--- config.mk ---
export PLATFORM = sky130hd
export DESIGN_NAME = mprj_pad_ctrl_seq
export DESIGN_NICKNAME = d
export VERILOG_FILES = /design/src/rtl/mprj_pad_ctrl_pkg.sv /design/src/rtl/mprj_pad_ctrl_seq.sv
export SDC_FILE = /design/constraint.sdc
export NUM_CORES = 1
export LEC_CHECK = 0
export CORE_UTILIZATION = 50
export DETAILED_ROUTE_END_ITERATION = 12
export PLACE_DENSITY_LB_ADDON = 0.08
export SLEW_MARGIN = 20
export SYNTH_ARGS = -nofsm -noshare
export SYNTH_HDL_FRONTEND = slang
export SYNTH_SLANG_ARGS = --single-unit
--- constraint.sdc ---
create_clock -name wb_clk_i -period 2 [get_ports wb_clk_i]
set_clock_uncertainty 0.2 [all_clocks]
set_input_delay 0.5 -clock wb_clk_i [delete_from_list [all_inputs] [get_ports wb_clk_i]]
set_output_delay 0.5 -clock wb_clk_i [all_outputs]
set_load 0.01 [all_outputs]
--- src/rtl/mprj_pad_ctrl_pkg.sv ---
// mprj_pad_ctrl_pkg: shared states, padframe defaults and pad OEN/REN mapping for the MPRJ pad sequencer
package mprj_pad_ctrl_pkg;
   typedef enum logic [2:0] {HOLD, RELEASE, APPLY, RUN, TURN} state_t;
   localparam int NPADS = 38;
   localparam logic [NPADS-1:0] DEFAULT_DIR = 38'h0F_FFC0_0042;
   localparam logic [NPADS-1:0] DEFAULT_PULL = 38'h0;
   localparam logic [NPADS-1:0] INPUT_ONLY_MASK = 38'h10_003F_FF80;
   function automatic logic [1:0] pad_map(input logic dir, input logic pull, input logic in_only);
      return {~(dir & ~in_only), ~pull};
   endfunction
endpackage

--- src/rtl/mprj_pad_ctrl_seq.sv ---
// mprj_pad_ctrl_seq: safe-state hold, serial config and break-before-make OEN/REN sequencing; PAD_CTRL_PARITY_EN adds a parity bit and sticky cfg_err
module mprj_pad_ctrl_seq #(
   parameter int NPADS = mprj_pad_ctrl_pkg::NPADS,
   parameter int HOLD_CYCLES = 16,
   parameter int TURN_CYCLES = 2,
   parameter logic [NPADS-1:0] DEFAULT_DIR = NPADS'(mprj_pad_ctrl_pkg::DEFAULT_DIR),
   parameter logic [NPADS-1:0] DEFAULT_PULL = NPADS'(mprj_pad_ctrl_pkg::DEFAULT_PULL),
   parameter logic [NPADS-1:0] INPUT_ONLY_MASK = NPADS'(mprj_pad_ctrl_pkg::INPUT_ONLY_MASK)
) (
   input  logic             wb_clk_i,
   input  logic             wb_rst_i,
   input  logic             cfg_sdi,
   input  logic             cfg_shift,
   input  logic             cfg_load,
   output logic             cfg_sdo,
   output logic             cfg_busy,
   output logic             pads_ready,
   output logic [NPADS-1:0] pad_oen,
   output logic [NPADS-1:0] pad_ren
`ifdef PAD_CTRL_PARITY_EN
   ,
   output logic             cfg_err
`endif
);
   import mprj_pad_ctrl_pkg::*;
   localparam int CW = 2 * NPADS;
`ifdef PAD_CTRL_PARITY_EN
   localparam int SW = CW + 1;
`else
   localparam int SW = CW;
`endif
   localparam int TW = $clog2(HOLD_CYCLES + TURN_CYCLES);
   state_t state, state_n;
   logic [TW-1:0] cnt, cnt_n;
   logic [SW-1:0] shadow, def_sh;
   logic [CW-1:0] active, active_n, snap, snap_n, def_cfg;
   logic [NPADS-1:0] run_oen, run_ren, chg, oen_n, ren_n;
   logic [1:0] a_m, s_m;
   logic par_ok, busy_n;
   assign cfg_sdo = shadow[0];
`ifdef PAD_CTRL_PARITY_EN
   assign def_sh = {^def_cfg, def_cfg};
   assign par_ok = ~^shadow;
`else
   assign def_sh = def_cfg;
   assign par_ok = 1'b1;
`endif
   // reset configuration, interleaved as {pull, dir} per pad
   always_comb begin
      def_cfg = '0;
      for (int i = 0; i < NPADS; i++) def_cfg[2*i +: 2] = {DEFAULT_PULL[i], DEFAULT_DIR[i]};
   end
   // sequencer: hold, release, apply, then run with a fixed-length turnaround on every accepted load
   always_comb begin
      state_n = state;
      cnt_n = cnt + 1'b1;
      active_n = active;
      snap_n = snap;
      case (state)
         HOLD: if (cnt == TW'(HOLD_CYCLES - 1)) begin state_n = RELEASE; cnt_n = '0; end
         RELEASE: state_n = APPLY;
         APPLY: begin state_n = RUN; active_n = shadow[CW-1:0]; end
         RUN: if (cfg_load && par_ok) begin state_n = TURN; snap_n = shadow[CW-1:0]; cnt_n = '0; end
         TURN: if (cnt == TW'(TURN_CYCLES - 1)) begin state_n = RUN; active_n = snap; end
         default: state_n = HOLD;
      endcase
   end
   // next pad values; during turnaround pads whose effective OEN will change are forced undriven
   always_comb begin
      a_m = '0;
      s_m = '0;
      run_oen = '1;
      run_ren = '1;
      chg = '0;
      for (int i = 0; i < NPADS; i++) begin
         a_m = pad_map(active_n[2*i], active_n[2*i+1], INPUT_ONLY_MASK[i]);
         s_m = pad_map(snap_n[2*i], snap_n[2*i+1], INPUT_ONLY_MASK[i]);
         run_oen[i] = a_m[1];
         run_ren[i] = a_m[0];
         chg[i] = |((a_m ^ s_m) & 2'b10);
      end
      oen_n = state_n == RUN ? run_oen : state_n == TURN ? run_oen | chg : '1;
      ren_n = state_n inside {RUN, TURN} ? run_ren : state_n inside {RELEASE, APPLY} ? '1 : '0;
      busy_n = state_n inside {HOLD, RELEASE, TURN};
   end
   // state, shift chain, configuration and registered pad outputs
   always_ff @(posedge wb_clk_i) begin
      if (wb_rst_i) begin
         state <= HOLD;
         cnt <= '0;
         shadow <= def_sh;
         active <= def_cfg;
         snap <= def_cfg;
         pad_oen <= '1;
         pad_ren <= '0;
         cfg_busy <= 1'b1;
         pads_ready <= 1'b0;
      end else begin
         state <= state_n;
         cnt <= cnt_n;
         shadow <= cfg_shift ? {cfg_sdi, shadow[SW-1:1]} : shadow;
         active <= active_n;
         snap <= snap_n;
         pad_oen <= oen_n;
         pad_ren <= ren_n;
         cfg_busy <= busy_n;
         pads_ready <= state_n == RUN;
      end
   end
`ifdef PAD_CTRL_PARITY_EN
   // sticky flag for a load rejected on bad parity
   always_ff @(posedge wb_clk_i) cfg_err <= wb_rst_i ? 1'b0 : cfg_err | (state == RUN && cfg_load && !par_ok);
`endif
endmodule

## After elaboration in Yosys (flattened, before gate mapping)

Cells that the tools add are included.
W data, S select, Z words.

- Add/sub/neg operators: 1
- Equality and inequality tests: 10
- Muxes and demuxes: 15
- Bitwise operators: 160
- Reductions and logical operators: 7

Operator list:

| operator | count |
|---|---|
| $mux W76 | 3 |
| $mux W38 | 4 |
| $pmux W76 S2 | 1 |
| $not A1 Y1 | 121 |
| $xor A2 B2 Y2 | 38 |
| $or A38 B38 Y38 | 1 |
| $pmux W3 S5 | 1 |
| $eq A3 B2 Y1 const B | 4 |
| $mux W5 | 2 |
| $pmux W5 S2 | 1 |
| $mux W3 | 3 |
| $eq A3 B1 Y1 const B | 2 |
| $eq A3 B3 Y1 const B | 2 |
| $logic_not A3 Y1 | 2 |
| $add A5 B1 Y5 const B | 1 |
| $eq A5 B1 Y1 const B | 1 |
| $eq A5 B4 Y1 const B | 1 |
| $reduce_bool A2 Y1 | 2 |
| $reduce_bool A3 Y1 | 1 |
| $reduce_or A3 Y1 | 1 |
| $reduce_and A2 Y1 | 1 |

- Flip-flop bits (word level): 298
- Input bits: 5
- Output and inout port bits: 79
- Logic and storage cells: 204

## Logic depth before layout (Yosys ltp)

- Depth after elaboration: 8
- Mapped depth: 8

## Worst setup path after synthesis

No wires, ideal clock.

- Path type: flip-flop to flip-flop
- Start: register cnt[0]
- End: register pad_ren[14]
- Data arrival time: 1.637 ns
- Data required time: 1.670 ns
- Setup slack: 0.033 ns
- Stages on the path, launching flop included: 8
- Cells stage by stage: dfxtp_1 > ha_1 > or4b_1 > buf_2 > nor2_4 > buf_4 > a221o_1 > o21ai_1

- Cells in the longest elaborated chain, start to end: 7
- Elaborated cells on any way between the ends: 16

Ends and longest elaborated chain:

| what | line | RTL |
|---|---|---|
| start: declaration | mprj_pad_ctrl_seq.sv:34 | `logic [TW-1:0] cnt, cnt_n;` |
| start signal: assignment | mprj_pad_ctrl_seq.sv:100 | `cnt <= cnt_n;` |
| $eq A5 B1 Y1 or $eq A5 B4 Y1 (tied branches) | mprj_pad_ctrl_seq.sv:64, mprj_pad_ctrl_seq.sv:60 |  |
| $mux W3 (on tied branches) | mprj_pad_ctrl_seq.sv:64, mprj_pad_ctrl_seq.sv:60 |  |
| $pmux W3 S5 | mprj_pad_ctrl_seq.sv:59 | `case (state)` |
| $eq A3 B1 Y1 or $eq A3 B2 Y1 (tied branches) | mprj_pad_ctrl_seq.sv:83 | `ren_n = state_n inside {RUN, TURN} ? run_ren : state_n inside {RELEASE, APPLY} ? '1 : '0;` |
| $reduce_bool A2 Y1 | mprj_pad_ctrl_seq.sv:83 |  |
| $mux W38 | mprj_pad_ctrl_seq.sv:83 |  |
| $mux W38 * | mprj_pad_ctrl_seq.sv:83 |  |
| end signal: assignment | mprj_pad_ctrl_seq.sv:105 | `pad_ren <= ren_n;` |
| end: declaration | mprj_pad_ctrl_seq.sv:19 | `output logic [NPADS-1:0] pad_ren` |

Every way passes the cells marked *; elsewhere a longest branch is shown, timed or not. The select of a mux whose other input is x is not followed.
A chain may end at the register's enable or synchronous reset.

## Worst setup path in the final report

- Start: register cnt[1]
- End: register active[64]

- Cells in the longest elaborated chain, start to end: 3

Ends and longest elaborated chain:

| what | line | RTL |
|---|---|---|
| $eq A5 B1 Y1 | mprj_pad_ctrl_seq.sv:64 | `TURN: if (cnt == TW'(TURN_CYCLES - 1)) begin state_n = RUN; active_n = snap; end` |
| $mux W76 | mprj_pad_ctrl_seq.sv:64 |  |
| $pmux W76 S2 | mprj_pad_ctrl_seq.sv:59 |  |
| end signal: assignment | mprj_pad_ctrl_seq.sv:92 | `active <= def_cfg;` |
| end signal: assignment | mprj_pad_ctrl_seq.sv:102 | `active <= active_n;` |
| end: declaration | mprj_pad_ctrl_seq.sv:36 | `logic [CW-1:0] active, active_n, snap, snap_n, def_cfg;` |

No other way between the ends. The select of a mux whose other input is x is not followed.

==> metrics.txt <==
Clk pwr share 0.461; Starting Density 0.518; total power 10800 uW; Remaining DRCs 0; Final GP Congestion 0.745; Clk Latency, worst-skew pair 0.52 ns; Metal-1 WL 10.6 mm; port bufs 67; CP endpoint kind flop; initial antenna violation count 0; mapped cell area 9850 sq um; CP Class flop to flop; R2R cell count 8; layout cell share with drive strength beyond 1 0.124; num rows 50; root buf cell clkbuf_16; synthesis-stage register bit count 266; vias in the first global route 6841; Synth Area in Adders 0.00508; hold path cells 2; Layout Utilization 0.639; setup violators final 19; detailed placement HPWL 13.3 mm; post-synthesis xor/xnor area fraction 0.00178; Int Pwr 8490 uW; most frequent cells in the layout dfxtp_1, mux2i_1, nand2_1; Post-Route WL 22.8 mm; total vias in the final route 7207; DRT Pass-1 Iters 5; Hold Path Class input pin to flop; Filler Cell Count 1634; final critical-path share of the clock period 1.03; minimum clock period 2.05 ns; H-Tree Depth 1; synthesis-to-layout area growth 23.5%; die width 142 microns; outcome finished with violations; clock slew at reported path FFs 0.06 ns; sw power 2320 uW; power density cells 889 nW/um^2; Max FO, Critical Path 17; Comb pwr share 0.035; max layer used met4; Synth cell types 46; clock sinks 266; Core Area 19000 sq um; vias per cell 5.36; grt total ovfl 0; switch share 0.214; Worst EP arrival 2.26 ns; Max IR drop VDD 0.663 mV; Reg power frac 0.504; Avg Cell Area, Syn 9.93 sq um; met3 wire length 753 microns; Seq/Total Area, Yosys 0.541; FMAX 487 MHz; critical path launch point type flop; nets 1074; DIE HEIGHT 142 microns; placed insts 1291; Global Route Usage Sum 0.221; Ys Warns 0; commonest non-fill, non-tap cell in the layout dfxtp_1; fin area 12200 sq um; Post-CTS Hold Buffers 0; Compound-Gate Fraction of Synth Area 0.143; clock tree buffer depth 3; final hold violations 0; data required time at the worst endpoint 2.20 ns; Top Ports 84; Synth Instances 992; Antenna diodes 0; CTS buffer count 27; setup ws final -0.0548 ns; fin cells 1344; Die ar. 20300 sq um; largest net degree at the start of global routing 76; TritonCTS clock tree built; violated checks setup timing; Routed Antenna Nets 0; Hold Slack 0.114 ns; Pleak 0.00526 uW; Simple-Gate Fraction of Synth Area 0.175; first-pass GRT wire length 35.9 mm; Routed WL per cell 17.0 microns; DR WL met2 10.9 mm; mux cell area share after synthesis 0.0843; Pins Over Slew Limit 0; main combinational cell family by area after synthesis simple AND/OR/NAND/NOR gates; RSZ-0062 raised after global routing true; max-cap violations 0; placed cell area 11200 sq um; DR iter-0 viols 393
cells by family after synthesis:
group | after synthesis
compound gates | 201
xor+xnor | 2
fa+ha+maj | 4
buf+inv | 106
flops | 266
mux | 83
other cells | 1
simple gates | 329
critical path: stages, from the launching register on:
cell	delay (ns)
dfxtp_2	0.32
inv_2	0.06
ha_4	0.12
nor4b_4	0.24
buf_4	0.19
a21oi_4	0.10
buf_12	0.18
a221o_1	0.31
or2_1	0.22
stage by stage:
| step | TNS [ns] | setup WS (ns) |
|---|---|---|
| finish | -0.630 | -0.0548 |
| floorplan | 0 | 0.0332 |
| global placement | -10.10 | -0.167 |
| global route | -4.28 | -0.136 |
| detailed placement | -13.46 | -0.202 |
| CTS | -0.792 | -0.0621 |
final timing paths:
kind | slack (ns) | endpoint | from
worst max-delay path | -0.05 | active[64]$_SDFF_PP1_ | cnt[1]$_SDFF_PP0_
worst min-delay path | 0.11 | state[0]$_SDFF_PP0_ | wb_rst_i
worst max register to register | -0.05 | active[64]$_SDFF_PP1_ | cnt[1]$_SDFF_PP0_
worst min register to register | 0.25 | flop | flop
routing by layer:
metal	track usage	vias up
met2	0.373	131
met1	0.296	3484
met4	0.0589	0
li1	-	3564
met5	0	-
met3	0.0306	28
power groups by stage:
stage / logic [uW] / registers, uW / clock network [uW]
2_1_floorplan: 278 / 5530 / 0
3_3_place_gp: 367 / 5560 / 0
3_5_place_dp: 370 / 5560 / 0
4_1_cts: 376 / 5450 / 5070
5_1_grt: 416 / 5450 / 5300
6_report: 381 / 5450 / 4980
area by class of cell:
| class | count | area, sq um | area share |
|---|---|---|---|
| Sequential cell | 266 | 5330 | 0.438 |
| Multi-Input combinational cell | 635 | 4210 | 0.346 |
| Timing Repair Buffer | 130 | 1390 | 0.114 |
| Clock buffer | 42 | 832 | 0.0684 |
| Tap cell | 260 | 325 | 0.0268 |
| Clock inverter | 6 | 57.6 | 0.00473 |
| Inverter | 5 | 18.8 | 0.00154 |
sequential cells by signal, summed over array words and instances (netlist names), named ones only:
name and count:
cnt 5, snap 38, cfg_busy 1, state 3, active 60, pads_ready 1
shadow 76, pad_ren 38, pad_oen 22
Yosys cell counts, drive strengths merged:
library cell / n / area share
o21ba: 1 / 0.0010
o22ai: 1 / 0.00064
or4b: 1 / 0.0010
a211oi: 2 / 0.0015
nor2: 77 / 0.030
nor4b: 1 / 0.0015
a221o: 54 / 0.055
a21oi: 47 / 0.024
ha: 4 / 0.0051
xnor2: 1 / 0.00089
o41ai: 1 / 0.00089
xor2: 1 / 0.00089
and4b: 1 / 0.0010
nor3b: 4 / 0.0047
and2: 14 / 0.0089
a32oi: 6 / 0.0053
nand3: 2 / 0.0010
dfxtp: 266 / 0.54
nand2b: 16 / 0.010
a21o: 1 / 0.00076
nor3: 1 / 0.00051
inv: 5 / 0.0019
o21ai: 62 / 0.032
o21bai: 3 / 0.0023
a31oi: 1 / 0.00064
o211ai: 6 / 0.0046
nand4b: 1 / 0.00089
and3: 40 / 0.025
nand3b: 16 / 0.012
nor2b: 54 / 0.034
conb: 1 / 0.00038
or3b: 2 / 0.0018
buf: 46 / 0.027
or2: 16 / 0.010
mux2i: 83 / 0.084
nand2: 83 / 0.032
clkbuf: 55 / 0.021
a211o: 16 / 0.014
what timing repair did:
item	4_1_cts	5_1_grt
setup buffers	0	2
resized for setup	74	12
pin swaps	2	13
cloned	0	3
endpoints found under the setup margin	144	96
Power figures use the tool's default switching activity.
